**config.mk**
```make
export PLATFORM = sky130hd
export DESIGN_NAME = fixedpoint_addsub_pipe
export DESIGN_NICKNAME = d
export VERILOG_FILES = /design/src/rtl/fixedpoint_addsub_pipe.sv
export SDC_FILE = /design/constraint.sdc
export NUM_CORES = 1
export LEC_CHECK = 0
export CORE_UTILIZATION = 45
export CTS_CLUSTER_DIAMETER = 80
export CTS_CLUSTER_SIZE = 25
export DETAILED_ROUTE_END_ITERATION = 7
export PLACE_DENSITY = 0.77
export SLEW_MARGIN = 20
export SYNTH_ARGS = -nofsm -noshare
export SYNTH_HDL_FRONTEND = slang
export SYNTH_SLANG_ARGS = --single-unit
```
**constraint.sdc**
```tcl
create_clock -name clk -period 2.29 [get_ports clk]
set_clock_uncertainty 0.2 [all_clocks]
set_input_delay 0.229 -clock clk [delete_from_list [all_inputs] [get_ports clk]]
set_output_delay 0.229 -clock clk [all_outputs]
set_load 0.05 [all_outputs]
```
**src/rtl/fixedpoint_addsub_pipe.sv**
```systemverilog
// ============================================================================
// fixedpoint_addsub_pipe
// ----------------------------------------------------------------------------
// Two-stage pipelined signed fixed-point adder/subtractor with a valid/ready
// handshake on both sides.
//
//   Stage 1 : both operands are sign-extended to a common integer width and
//             rescaled to WFO fraction bits. Extra fraction bits are
//             zero-padded. Surplus fraction bits are dropped with an
//             arithmetic shift, which rounds toward minus infinity. The op bit
//             and the beat valid are captured with them.
//   Stage 2 : the exact sum/difference is formed with one guard integer bit.
//             It is range-checked against WIO.WFO and registered together
//             with the overflow flag and out_valid.
//
// Both stages share one enable, en = !out_valid | out_ready. A stalled output
// therefore freezes the whole pipe. Bubbles are never squeezed out. With
// out_ready held high the pipe accepts and delivers one beat per cycle.
//
// Build option:
//   FXP_ADDSUB_SAT_EN  defined   -> an overflowing result is clamped to the
//                                   most positive or most negative WIO.WFO
//                                   value, following the sign of the exact
//                                   result.
//                      undefined -> the low WIO+WFO bits of the exact value
//                                   are delivered (wrap-around).
//   The overflow flag and ovf_sticky behave the same in both builds.
//
// Parameters:
//   WI1, WF1 : operand-1 integer bits (sign included) / fraction bits
//   WI2, WF2 : operand-2 integer bits (sign included) / fraction bits
//   WIO, WFO : result integer bits (sign included) / fraction bits
//
// Ports:
//   clk        in   single clock; all state changes on its rising edge
//   rst_n      in   asynchronous active-low reset
//   in_valid   in   operand set valid
//   in_ready   out  operands are accepted this cycle
//   op         in   0 = in1 + in2, 1 = in1 - in2
//   in1        in   signed operand 1, WI1.WF1
//   in2        in   signed operand 2, WI2.WF2
//   out_valid  out  result valid
//   out_ready  in   downstream accepts the result
//   result     out  signed result, WIO.WFO
//   overflow   out  result did not fit WIO.WFO (qualified by out_valid)
//   ovf_sticky out  set by any overflowing result loaded into stage 2
//   ovf_clr    in   synchronous clear of ovf_sticky; a set in the same cycle
//                   takes priority
// ============================================================================
module fixedpoint_addsub_pipe #(
    parameter int WI1 = 4,
    parameter int WF1 = 4,
    parameter int WI2 = 4,
    parameter int WF2 = 4,
    parameter int WIO = ((WI1 > WI2) ? WI1 : WI2) + 1,
    parameter int WFO = (WF1 > WF2) ? WF1 : WF2
) (
    input  logic                   clk,
    input  logic                   rst_n,
    input  logic                   in_valid,
    output logic                   in_ready,
    input  logic                   op,
    input  logic [WI1+WF1-1:0]     in1,
    input  logic [WI2+WF2-1:0]     in2,
    output logic                   out_valid,
    input  logic                   out_ready,
    output logic [WIO+WFO-1:0]     result,
    output logic                   overflow,
    output logic                   ovf_sticky,
    input  logic                   ovf_clr
);

    // ------------------------------------------------------------------------
    // Derived widths
    // ------------------------------------------------------------------------
    // WIM is the common integer width used for the aligned operands.
    // WA is the width of an aligned operand.
    // WE is the width of the exact sum. It has one more integer bit than WA,
    // so that the sum of two extremes, or the negation of the most-negative
    // in2, is always representable.
    // WO is the output width.
    localparam int W1  = WI1 + WF1;
    localparam int W2  = WI2 + WF2;
    localparam int WIM = (WI1 > WI2) ? WI1 : WI2;
    localparam int WA  = WIM + WFO;
    localparam int WE  = WA + 1;
    localparam int WO  = WIO + WFO;

    // ------------------------------------------------------------------------
    // Pipeline state
    // ------------------------------------------------------------------------
    logic                 v1_q,         v1_d;
    logic                 op1_q,        op1_d;
    logic signed [WA-1:0] a1_q,         a1_d;
    logic signed [WA-1:0] a2_q,         a2_d;

    logic                 out_valid_q,  out_valid_d;
    logic        [WO-1:0] result_q,     result_d;
    logic                 overflow_q,   overflow_d;
    logic                 ovf_sticky_q, ovf_sticky_d;

    logic                 en;

    // One shared enable: a stalled output freezes both stages.
    assign en       = !out_valid_q || out_ready;
    assign in_ready = en;

    // ------------------------------------------------------------------------
    // Stage-1 alignment. Each operand is sign-extended to WIM integer bits and
    // then brought to WFO fraction bits.
    // ------------------------------------------------------------------------
    logic signed [WA-1:0] in1_al;
    logic signed [WA-1:0] in2_al;

    generate
        if (WFO >= WF1) begin : g_in1_pad
            // Extend first, then shift in zero fraction bits.
            assign in1_al = WA'(signed'(in1)) <<< (WFO - WF1);
        end else begin : g_in1_drop
            // An arithmetic shift drops the surplus LSBs and rounds toward
            // minus infinity. Any top bits lost in the cast are only copies of
            // the sign bit.
            assign in1_al = WA'(signed'(in1) >>> (WF1 - WFO));
        end

        if (WFO >= WF2) begin : g_in2_pad
            assign in2_al = WA'(signed'(in2)) <<< (WFO - WF2);
        end else begin : g_in2_drop
            assign in2_al = WA'(signed'(in2) >>> (WF2 - WFO));
        end
    endgenerate

    // ------------------------------------------------------------------------
    // Stage-2 arithmetic on the registered, aligned operands
    // ------------------------------------------------------------------------
    logic signed [WE-1:0] x1_s2;
    logic signed [WE-1:0] x2_s2;
    logic signed [WE-1:0] sum_s2;
    logic        [WO-1:0] wrap_s2;
    logic        [WO-1:0] res_s2;
    logic                 ovf_s2;

    assign x1_s2  = {a1_q[WA-1], a1_q};
    assign x2_s2  = {a2_q[WA-1], a2_q};
    assign sum_s2 = op1_q ? (x1_s2 - x2_s2) : (x1_s2 + x2_s2);

    generate
        if (WO >= WE) begin : g_out_fits
            // The output is at least as wide as the exact value. It can never
            // overflow, and it is only sign-extended.
            assign ovf_s2  = 1'b0;
            assign wrap_s2 = WO'(sum_s2);
        end else begin : g_out_narrow
            // The value fits only if every bit from the MSB down to the output
            // sign bit holds the same value.
            logic [WE-WO:0] top_bits;
            assign top_bits = sum_s2[WE-1:WO-1];
            assign ovf_s2   = !((&top_bits) || (top_bits == '0));
            assign wrap_s2  = sum_s2[WO-1:0];
        end
    endgenerate

`ifdef FXP_ADDSUB_SAT_EN
    localparam logic [WO-1:0] MAX_POS = {1'b0, {(WO-1){1'b1}}};
    localparam logic [WO-1:0] MIN_NEG = {1'b1, {(WO-1){1'b0}}};

    // Clamp toward the side indicated by the sign of the exact value.
    assign res_s2 = !ovf_s2      ? wrap_s2 :
                    sum_s2[WE-1] ? MIN_NEG : MAX_POS;
`else
    assign res_s2 = wrap_s2;
`endif

    // ------------------------------------------------------------------------
    // Next-state logic
    // ------------------------------------------------------------------------
    always_comb begin
        v1_d         = v1_q;
        op1_d        = op1_q;
        a1_d         = a1_q;
        a2_d         = a2_q;
        out_valid_d  = out_valid_q;
        result_d     = result_q;
        overflow_d   = overflow_q;
        ovf_sticky_d = ovf_sticky_q;

        if (en) begin
            // Stage 1 takes whatever is offered. A bubble travels as v1=0.
            v1_d  = in_valid;
            op1_d = op;
            a1_d  = in1_al;
            a2_d  = in2_al;

            // Stage 2 advances in lockstep with stage 1.
            out_valid_d = v1_q;
            if (v1_q) begin
                result_d   = res_s2;
                overflow_d = ovf_s2;
            end else begin
                overflow_d = 1'b0;
            end
        end

        // An overflowing load has priority over a clear in the same cycle, so
        // that the event is never lost.
        if (en && v1_q && ovf_s2) begin
            ovf_sticky_d = 1'b1;
        end else if (ovf_clr) begin
            ovf_sticky_d = 1'b0;
        end
    end

    // ------------------------------------------------------------------------
    // State registers. Reset drops any beats that are in flight.
    // ------------------------------------------------------------------------
    always_ff @(posedge clk or negedge rst_n) begin
        if (!rst_n) begin
            v1_q         <= 1'b0;
            op1_q        <= 1'b0;
            a1_q         <= '0;
            a2_q         <= '0;
            out_valid_q  <= 1'b0;
            result_q     <= '0;
            overflow_q   <= 1'b0;
            ovf_sticky_q <= 1'b0;
        end else begin
            v1_q         <= v1_d;
            op1_q        <= op1_d;
            a1_q         <= a1_d;
            a2_q         <= a2_d;
            out_valid_q  <= out_valid_d;
            result_q     <= result_d;
            overflow_q   <= overflow_d;
            ovf_sticky_q <= ovf_sticky_d;
        end
    end

    assign out_valid  = out_valid_q;
    assign result     = result_q;
    assign overflow   = overflow_q;
    assign ovf_sticky = ovf_sticky_q;

endmodule

```
==> flow_summary.ini <==
[status]
status = finished, violations left
failed_checks = setup timing

[clock_network]
holdBufCountCts = 0
clock_latency_ps = 320
root_buffer = clkbuf_4
clk_pin_slew_ps = 140
cts_max_level = 1
cts_tree = built
clkSinkCount = 28
numCtsBuffers = 3
clockBufferDepth = 2

[power_and_ir_drop]
p_sw_uw = 897
p_leak_nw = 0.959
ir_drop_mv = 0.486
powerDensity_nw_per_um2 = 977
clkPwrFrac_pct = 9.3
intPower_mw = 1.24
power_frac_seq_pct = 32.3
comb_power_share_pct = 58.4
p_total_mw = 2.14
swShare_pct = 42.0

[sta]
setup_ws_ps = -251
fin_crit_ps = 2540
maxSlewHeadroom_pct = 66.8
fmax_mhz = 394
slew_violations = 0
hold_viol = 0
worstMarginPinSlew_ps = 497
setup_violations = 7
period_share_pct = 111
rsz0062_at_grt = true
hold_slack_ps = 64.5

[route]
drc = 0
vias_per_cell = 4.80
vias = 1166
postRouteAntennaNets = 0
routedWlPerCell_um = 12.9
wl_um = 3130
drt_iter0_drc = 16
firstDrtPassIters = 3

[cells_and_area]
area_delta_synth_final_pct = 41.1
diodes = 0
finalNonFillerCells = 243
fillerInstances = 256
layout-drive-gt1-share_pct = 28.6
num-nets-final = 233

[run]
drv_cap = 0

[global_route]
grt_max_degree = 29
grtUsageTotal_pct = 19.5
grt_util_met3_pct = 2.13
gr-total-overflow = 0
grt.met2_usage_pct = 36.7
grt_use_met1_pct = 23.8
antenna_found_initial = 0
grt_pass1_wl_um = 5320
gr-max-usage-layer = met2
first_global_vias = 1248

[critical_path]
critical_path.top_delay_family = compound AO/OA/AOI/OAI gates
crit_arrival_ps = 2580
slowest_stage = dfrtp_2
cpPeakStageDelay_ps = 470
critPathBufInv = 2
critical_path_required_ps = 2330
crit_path_start_kind = register
crit_chain = inv_2, ha_4, mux2_4, inv_4, ha_4, nor2b_4, o31a_1, o21a_1, o21a_1, o31ai_1
cp-end-kind = register
crit_type = reg -> reg
crit_fanout = 4

[synth]
yosysSeqAreaShare_pct = 45.2
yosys_warnings = 0
synth_cells = 147
ys_async_sr_fraction_pct = 100
synth_edf_count = 0
avgSynthCellArea_sq_um = 10.5
synth_area_sq_um = 1550
ys.flop_type = dfrtp_1
ys_ff_latch = 28
synth.distinct_cells = 34

[floorplan]
die_area_sq_um = 3680
fp-row-count = 20
design.core.area_sq_um = 3150
io_pins = 35
die_h_um = 60.7
die_width_um = 60.7
start_util_pct = 49.1

[placement]
hpwl_um = 2470
place_inst = 236
place.port_buffers = 31
routabilityCongestion = 0.776

[min_path]
min_path_type = in -> async
==> cell families (layout without fill, tap and decap cells) <==
kind of cell / Yosys count / in the layout / share of synthesized area (%)
flip-flops: 28 / 28 / 45.2
XOR/XNOR: 12 / 12 / 6.79
AO/OA/AOI/OAI: 32 / 32 / 12.8
buffers and inverters: 13 / 64 / 5.09
adder cells (fa/ha/maj): 10 / 10 / 8.56
other: 1 / 2 / 0.242
multiplexers: 14 / 14 / 10.2
AND/OR/NAND/NOR: 37 / 37 / 11.1
==> final cells by class <==
class / count / area [sq um] / area share, %
clock buffers: 3 / 22.5 / 1.03
inverters: 6 / 25.0 / 1.14
multi-input cells: 107 / 857 / 39.2
flip-flops and latches: 28 / 702 / 32.1
well taps: 44 / 55.1 / 2.52
repair buffers: 55 / 524 / 24.0
==> metrics by stage <==
step           util [%]  setup TNS [ps]  area, sq um  setup WS [ps]
6_report           69.3           -1140         2190           -251
4_1_cts            68.6           -1080         2160           -240
3_5_place_dp       65.9           -1120         2080           -257
2_1_floorplan         -            -297         1600           -116
3_3_place_gp       65.9            -623         2080           -161
5_1_grt            69.3           -1860         2190           -353
==> metal layers <==
metal  part of all wire [%]  up-vias
met4                   0.61        0
met1                     45      540
met5                      0        -
met3                    2.2        2
li1                       -      604
met2                     52       20
==> sequential cells by signal, summed over array words and instances (netlist names) <==
signal / cells
op1_q: 1
a1_q: 8
a2_q: 8
v1_q: 1
out_valid: 1
result: 9
==> cell usage in the layout (no fill, tap or decap), drive strengths merged, types with 2 or more instances in the layout <==
| master | count |
|---|---|
| clkdlybuf4s50 | 30 |
| dfrtp | 28 |
| buf | 25 |
| nand2 | 16 |
| mux2 | 14 |
| o21ai | 13 |
| ha | 9 |
| xnor2 | 7 |
| nor2 | 7 |
| a21oi | 6 |
| inv | 6 |
| xor2 | 5 |
| nand2b | 5 |
| nor3 | 4 |
| o21a | 4 |
| clkbuf | 3 |
| o211ai | 2 |
| o31ai | 2 |
| conb | 2 |
==> repair_timing <==
action | CTS | global route
resized for setup | 6 | 7
pin swaps | 3 | 1
setup endpoints to repair | 5 | 7
endpoints found under the hold margin | 0 | 0
buffers inserted | 3 | 2
==> worst register-to-register path, stage by stage, from the launching register on <==
cell and delay, ps:
dfrtp_2 470, inv_2 90, ha_4 190, mux2_4 300, inv_4 60, ha_4 180
nor2b_4 120, o31a_1 290, o21a_1 200, o21a_1 160, o31ai_1 190
==> synthesized netlist by cell type, types with 2 or more instances <==
| library cell | n | area, sq um |
|---|---|---|
| buf_2 | 2 | 10.0 |
| nand2b_1 | 5 | 31.3 |
| ha_1 | 9 | 113 |
| inv_1 | 6 | 22.5 |
| xor2_1 | 5 | 43.8 |
| o31ai_1 | 2 | 15.0 |
| mux2_2 | 14 | 158 |
| nor2_1 | 7 | 26.3 |
| a21oi_1 | 6 | 30.0 |
| o211ai_1 | 2 | 15.0 |
| xnor2_1 | 7 | 61.3 |
| nand2_1 | 15 | 56.3 |
| dfrtp_1 | 28 | 701 |
| nor3_1 | 4 | 20.0 |
| buf_4 | 2 | 15.0 |
| o21ai_0 | 11 | 55.1 |
| o21a_1 | 4 | 30.0 |
| clkbuf_8 | 2 | 27.5 |
==> power groups by stage <==
stage                     Combinational (mW)  Sequential, mW  Clock (mW)
after CTS                               1.22           0.693       0.208
after detailed placement                1.17           0.701           0
final                                   1.25           0.690       0.200
after global routing                    1.36           0.706       0.220
after floorplan                        0.500           0.960           0
after global placement                  1.13           0.690           0
==> worst paths after layout <==
path                            from         to  slack [ps]  depth (start not counted)
min                            rst_n  result[5]          60                          2
max                          a2_q[1]  result[5]        -250                         10
max in group asynchronous      rst_n    a2_q[1]        1550                          2
max reg2reg                  a2_q[1]  result[5]        -250                         10
min reg2reg                result[0]  result[0]         300                          2
min in group clk              in1[0]    a1_q[0]         250                          3
Power figures use the tool's default switching activity.
